## src/rtl/seg_scan_display.sv

```systemverilog
`default_nettype none
// ============================================================================
// Module      : seg_scan_display
// Description : Scans a 16-bit value onto a 4-digit multiplexed common-anode
//               7-segment display, one hex digit at a time. The value and
//               its decimal points are captured once per frame so a frame
//               never shows a mix of old and new digits.
//               Optional build macro: LEADING_ZERO_BLANK_EN. When it is
//               defined, zero digits above the most significant nonzero
//               digit are blanked.
// Revision    : 1.0 - initial release
// ============================================================================
module seg_scan_display #(
  parameter int SCAN_DIV_W = 17
) (
  input  logic        clk,
  input  logic        rst_n,
  input  logic        en,
  input  logic [15:0] num,
  input  logic [3:0]  point,
  output logic [3:0]  an,
  output logic [7:0]  seg
);

  localparam logic [0:0] c_idle = 1'b0;
  localparam logic [0:0] c_scan = 1'b1;
  localparam logic [SCAN_DIV_W-1:0] c_cnt_max = '1;

  logic [0:0]            state_q, state_d;
  logic [SCAN_DIV_W-1:0] cnt_q, cnt_d;
  logic [1:0]            dig_q, dig_d;
  logic [15:0]           snum_q, snum_d;
  logic [3:0]            spt_q, spt_d;
  logic [3:0]            an_q, an_d;
  logic [7:0]            seg_q, seg_d;

  logic [3:0]            w_nib;
  logic [7:0]            w_dec;
  logic [3:0]            w_blank;

  // Hex to segment pattern, active-low {dp,g,f,e,d,c,b,a}, with dp off.
  function automatic logic [7:0] hex_decode(input logic [3:0] h);
    logic [7:0] s;
    case (h)
      4'h0: s = 8'hC0;
      4'h1: s = 8'hF9;
      4'h2: s = 8'hA4;
      4'h3: s = 8'hB0;
      4'h4: s = 8'h99;
      4'h5: s = 8'h92;
      4'h6: s = 8'h82;
      4'h7: s = 8'hF8;
      4'h8: s = 8'h80;
      4'h9: s = 8'h90;
      4'hA: s = 8'h88;
      4'hB: s = 8'h83;
      4'hC: s = 8'hC6;
      4'hD: s = 8'hA1;
      4'hE: s = 8'h86;
      default: s = 8'h8E;
    endcase
    return s;
  endfunction

  assign w_nib = snum_q[{dig_q, 2'b00} +: 4];
  assign w_dec = hex_decode(w_nib);

`ifdef LEADING_ZERO_BLANK_EN
  // A digit is blanked when it and every digit above it are zero, unless it
  // is digit 0 or carries a lit decimal point.
  generate
    for (genvar d = 0; d < 4; d++) begin : g_blank
      if (d == 0) begin : g_d0
        assign w_blank[d] = 1'b0;
      end else begin : g_dn
        assign w_blank[d] = ~spt_q[d] & ~(|snum_q[15:4*d]);
      end
    end
  endgenerate
`else
  assign w_blank = 4'b0000;
`endif

  // State register.
  always_ff @(posedge clk or negedge rst_n) begin
    if (!rst_n) begin
      state_q <= c_idle;
    end else begin
      state_q <= state_d;
    end
  end

  // Next state: scanning follows the enable input.
  always_comb begin
    state_d = state_q;
    case (state_q)
      c_idle:  if (en)  state_d = c_scan;
      c_scan:  if (!en) state_d = c_idle;
      default: state_d = c_idle;
    endcase
  end

  // Next outputs and scan datapath: divider, digit index and frame snapshot.
  always_comb begin
    an_d   = 4'b1111;
    seg_d  = 8'hFF;
    cnt_d  = cnt_q;
    dig_d  = dig_q;
    snum_d = snum_q;
    spt_d  = spt_q;
    case (state_q)
      c_idle: begin
        if (en) begin
          cnt_d  = '0;
          dig_d  = 2'd0;
          snum_d = num;
          spt_d  = point;
        end
      end
      c_scan: begin
        if (en) begin
          if (!w_blank[dig_q]) begin
            an_d  = ~(4'b0001 << dig_q);
            seg_d = {~spt_q[dig_q], w_dec[6:0]};
          end
          cnt_d = cnt_q + 1'b1;
          if (cnt_q == c_cnt_max) begin
            dig_d = dig_q + 2'd1;
            // Last slot of the frame ends: the next frame uses fresh inputs.
            if (dig_q == 2'd3) begin
              snum_d = num;
              spt_d  = point;
            end
          end
        end else begin
          cnt_d = '0;
          dig_d = 2'd0;
        end
      end
      default: begin
        cnt_d = '0;
        dig_d = 2'd0;
      end
    endcase
  end

  // Datapath and output registers.
  always_ff @(posedge clk or negedge rst_n) begin
    if (!rst_n) begin
      cnt_q  <= '0;
      dig_q  <= 2'd0;
      snum_q <= 16'h0000;
      spt_q  <= 4'b0000;
      an_q   <= 4'b1111;
      seg_q  <= 8'hFF;
    end else begin
      cnt_q  <= cnt_d;
      dig_q  <= dig_d;
      snum_q <= snum_d;
      spt_q  <= spt_d;
      an_q   <= an_d;
      seg_q  <= seg_d;
    end
  end

  assign an  = an_q;
  assign seg = seg_q;

endmodule
`default_nettype wire

```

## config.mk

```make
export PLATFORM = sky130hd
export DESIGN_NAME = seg_scan_display
export DESIGN_NICKNAME = d
export VERILOG_FILES = /design/src/rtl/seg_scan_display.sv
export SDC_FILE = /design/constraint.sdc
export NUM_CORES = 1
export LEC_CHECK = 0
export CAP_MARGIN = 20
export CORE_UTILIZATION = 55
export DETAILED_ROUTE_END_ITERATION = 12
export PLACE_DENSITY = 0.8
export SLEW_MARGIN = 30
export SYNTH_ARGS = -nofsm -noshare
export SYNTH_HDL_FRONTEND = slang
export SYNTH_SLANG_ARGS = --single-unit
```

## constraint.sdc

```tcl
create_clock -name clk -period 5.7 [get_ports clk]
set_clock_uncertainty 0.1 [all_clocks]
set_input_delay 0.855 -clock clk [delete_from_list [all_inputs] [get_ports clk]]
set_output_delay 0.855 -clock clk [all_outputs]
set_load 0.02 [all_outputs]
```

After elaboration in Yosys (flattened, before gate mapping)
Memory sizes are Yosys's and may differ from the RTL's.
Index checks and enable logic that the tools add are counted.

word-level totals
  word-level logic and storage cells = 53
  memories = 1
  input port bits = 23
  flip-flop bits (word level) = 52
  output and inout bits = 12
  memory bits (read-only) = 112

operators by class
  eq/ne operators = 7
  shift operators = 2
  muxes and demuxes = 28
  reduce and logical (&&, ||, !) cells = 2
  bitwise operators = 3
  $add $sub $neg = 2
  $lt $le $gt $ge = 1

memory list
  memory           words  width  read ports  clocked after Yosys merged registers in  wr ports  line  RTL
  (no name shown)  16     7      1           0                                        0         44    case (h)

operators by type and width
  cell                                                                     count
  16-bit two-way mux                                                       4
  17-bit two-way mux                                                       2
  17-bit case mux with 2 select lines                                      1
  16-bit case mux with 2 select lines                                      1
  4-bit two-way mux                                                        7
  8-bit two-way mux                                                        3
  17-bit by 1-bit adder with 17-bit output, second input constant          1
  17-bit == test, second input constant                                    1
  16-bit by 5-bit indexed part select with 4-bit output                    1
  4-bit case mux with 2 select lines                                       1
  2-bit two-way mux                                                        3
  1-bit binary-select mux with 2-bit select                                2
  2-bit by 1-bit inequality test with 1-bit output, second input constant  2
  2-bit inequality test, second input constant                             2
  4-bit NOT                                                                1
  2-bit case mux with 2 select lines                                       1
  4-bit AND reduction                                                      1
  1-bit by 2-bit left shift with 4-bit output, first input constant        1
  2-bit by 3-bit < comparator with 1-bit output, second input constant     1
  1-bit two-way mux                                                        3
  3-bit by 2-bit inequality test with 1-bit output, second input constant  1
  2-bit by 1-bit adder with 2-bit output, second input constant            1
  2-bit == test, second input constant                                     1
  1-bit NOT                                                                2
  2-bit AND reduction                                                      1

Longest topological paths before layout
  word-level depth = 6
  mapped depth = 10
  depth with buffers taken out = 9

Worst setup path after synthesis
No wires, ideal clock.

  path kind = register -> register
  start point = register cnt_q[0]
  end point = register snum_q[0]
  data arrival time = 2.135 ns
  setup slack = 3.340 ns
  stages on the path, launching flop included = 11
  required time = 5.475 ns
  library setup time = 0.125 ns
  clock period less this slack = 2.360 ns
  path buffers = 1
  path through = dfrtp_1 -> ha_1 -> nand2_1 -> nor3_1 -> and3_1 -> ha_1 -> nand2_1 -> nand2_1 -> nand2_1 -> clkbuf_1 -> mux2_2

between the ends
  cells in the longest elaborated chain, start to end = 3

ends and longest elaborated chain
  element                                                     line  RTL
  from (decl)                                                 30    logic [SCAN_DIV_W-1:0] cnt_q, cnt_d;
  from (signal assigned)                                      157   cnt_q <= cnt_d;
  17-bit == test                                              127   if (cnt_q == c_cnt_max) begin
  2-bit by 1-bit inequality test with 1-bit output (no line)  n/a
  4-bit AND reduction (no line)                               n/a
  to (signal assigned)                                        159   snum_q <= snum_d;
  to (decl)                                                   32    logic [15:0] snum_q, snum_d;

Every way passes these cells.
A chain may end at the register's enable or synchronous reset.

Worst setup path after layout
  start point = register cnt_q[0]
  end point = register snum_q[7]

The elaborated chain is that of the path after synthesis.

==> impl_metrics.toml <==
[clocking]
clk_transition_reported_paths_ps = 90
clock_insertion_delay_worst_skew_ps = 310
cts_hold_buf = 0
cts.htree.levels = 2
numCtsBuffers = 5
cts_post_setup_buffers_inserted = 0
clk_root_buffer_cell = "sky130_fd_sc_hd__clkbuf_8"
cts_num_sinks = 52
post_cts_resize_count = 0
tritoncts = "done"
cts.path.max_buffers = 2

[layout]
final-seq-area_um2 = 1320
final_common_cell = "sky130_fd_sc_hd__dfrtp_1"
final_core_utilization_pct = 68.0
area_of_combinational_cells_with_multiple_inputs_um2 = 1170
final_cell_mix = "sky130_fd_sc_hd__dfrtp_1 (40), sky130_fd_sc_hd__clkdlybuf4s50_1 (33), sky130_fd_sc_hd__nand2_1 (26)"
area_growth_pct = 17.2
n_fill_cell = 338
post_route_cells_drive_above_1_share_pct = 18.5
antenna-diode-count = 0
fin_nets = 288
number_of_standard_cells_in_the_final_layout_excluding_fillers = 306

[route]
routed_wirelength_um = 4290
drc = 0
avgRoutedWirePerCell_um = 14.0
drt.antenna.violating_nets = 0
detail_route.first_pass.iterations = 4
via_count = 1735
dr.first_iter.drc_count = 153
post_drt_via_cell_ratio = 5.67

[sta]
final_max_slew_viol_count = 0
fin_setup_tns_ps = 0
setup_slack_ps = 2760
rsz_0062_raised_after_global_routing = "no"
period_needed_ps = 2940
setup-violations-final = 0
report.final.hold_viol_count = 0
final_min_period_over_clock_period_pct = 51.6
timing.slew.headroom_pct = 46.6
worst_slew_pin_tran_ps = 799
max_freq_mhz = 340

[synth]
synthesis.instances = 222
number_of_synthesized_flops_with_an_enable_pin = 0
ys.warnings.count = 0
syn-cell-area_um2 = 2560
synthesis.nets = 257
post_synth.cell_area_avg_um2 = 11.5
synth_top_area_share_pct = 39.1
synth_register_bits = 52
synth.area.top_cells = "sky130_fd_sc_hd__dfrtp_1 (39%), sky130_fd_sc_hd__dfstp_2 (12%), sky130_fd_sc_hd__mux2_2 (9.2%)"
yosysTopAreaCell = "sky130_fd_sc_hd__dfrtp_1"
synthFlopType = "sky130_fd_sc_hd__dfrtp_1"
synth.lib_cells_used.distinct = 38
synthArstFlopShare_pct = 100
seq_total_area_yosys_pct = 51.4

[global_route]
maximum_number_of_pins_on_one_net_before_global_route_repair = 53
gr-total-overflow = 0
grt_usage_pct = 19.9
grt_pass1_vias = 1692
grt_first_pass_wirelength_um = 7640
antenna_found_initial = 0

[power_and_ir_drop]
design_power_total_uw = 746
power.leakage_nw = 1.25
power.density_cell_area_nw_per_um2 = 249
power.ir.vdd_worst_mv = 0.191

[critical_path]
cpMaxStageDelayCell = "sky130_fd_sc_hd__mux2_2"
timing.critical_path.cells = "ha_1 -> nand2_1 -> nor3_1 -> and3_1 -> ha_1 -> nand2_1 -> nand2_1 -> nand2_1 -> mux2_2"
cp_common_cell = "sky130_fd_sc_hd__nand2_1"
critPathRequiredTime_ps = 5800
maximum_fanout_along_the_worst_path = 20
timing.critical_path.to_type = "flop"
setup.worst_path.start_class = "flop"
cp_top_family = "simple AND/OR/NAND/NOR gates"
crit_path_max_incr_delay_ps = 470
timing.critical_path.buf_inv = 0
criticalPathCategory = "flop to flop"
critical_path_arrival_ps = 3040

[die]
core_area_um2 = 4410
num_io_pins = 35
fp.dieArea_um2 = 4930
floorplan.initialDensity_pct = 58.0
die_h_um = 70.2
rows = 24
die_w_um = 70.2

[placement]
post-place-ws_ps = 2740
place.port_buffers = 34
hpwl_um = 2920
dpl.cell_count = 298
routabilityCongestion = 0.801

[min_path]
worstHoldPathType = "flop to flop"

[outcome]
outcome = "finished clean"

[job]
max_cap_violations = 0
==> kinds of logic (layout without fill, tap and decap cells) <==
kind of cell             after synthesis  count (layout)  share of synthesized area, %
adder cells (fa/ha/maj)               12              12                          5.86
multiplexers                          29              29                          15.2
flip-flops                            52              52                          51.4
AND/OR/NAND/NOR                       61              61                          11.3
AO/OA/AOI/OAI                         45              45                          11.0
XOR/XNOR                               6               6                          2.05
buffers and inverters                 17              49                          3.13
==> metal layers <==
| metal | track usage (%) | part of all wire (%) |
|---|---|---|
| met2 | 31.4 | 48 |
| met1 | 27.8 | 48 |
| met3 | 3.46 | 2.8 |
| met5 | 0 | 0 |
| met4 | 7.33 | 1.5 |
==> path summary, 6_finish.rpt <==
path | start | slack [ps] | end | depth (start not counted)
setup reg to reg | cnt_q[0] | 2760 | snum_q[7] | 9
max in group asynchronous | rst_n | 4530 | spt_q[3] | 2
min in group asynchronous | rst_n | 540 | cnt_q[9] | 2
hold / removal | snum_q[1] | 410 | snum_q[1] | 1
hold reg to reg | snum_q[1] | 410 | snum_q[1] | 1
setup / recovery | cnt_q[0] | 2760 | snum_q[7] | 9
==> stage by stage <==
stage | area [um^2] | hold slack [ps]
global placement | 2910 | 380
finish | 3000 | 405
floorplan | 2560 | 364
global route | 3000 | 420
CTS | 3000 | 411
detailed placement | 2910 | 390
==> flip-flops by register name (all words and copies together) (netlist names) <==
name / cells
state_q: 1
seg: 8
cnt_q: 17
an: 4
snum_q: 16
spt_q: 4
dig_q: 2
==> synth_stat cells, drive strengths merged (5+ instances only) <==
| cell type | n |
|---|---|
| a31oi | 6 |
| inv | 6 |
| dfstp | 12 |
| mux4 | 5 |
| clkbuf | 8 |
| nor2 | 9 |
| ha | 12 |
| mux2 | 21 |
| o21ai | 19 |
| xnor2 | 6 |
| nand2 | 26 |
| dfrtp | 40 |
==> report_power, final <==
group          leakage [nW]  total, mW  switching, mW  internal (mW)
clock                0.0414      0.205          0.117         0.0874
combinational         0.567      0.128         0.0623         0.0659
sequential            0.637      0.413         0.0122          0.401
==> area by class of cell <==
class                      count  area share [%]
sequential                    52            43.8
multi-input combinational    153            38.9
timing repair buffer          35            11.4
clock buffer                   6            2.42
tap                           52            2.17
inverter                       6           0.750
clock inverter                 2           0.542
(Power assumes the default switching activity.)
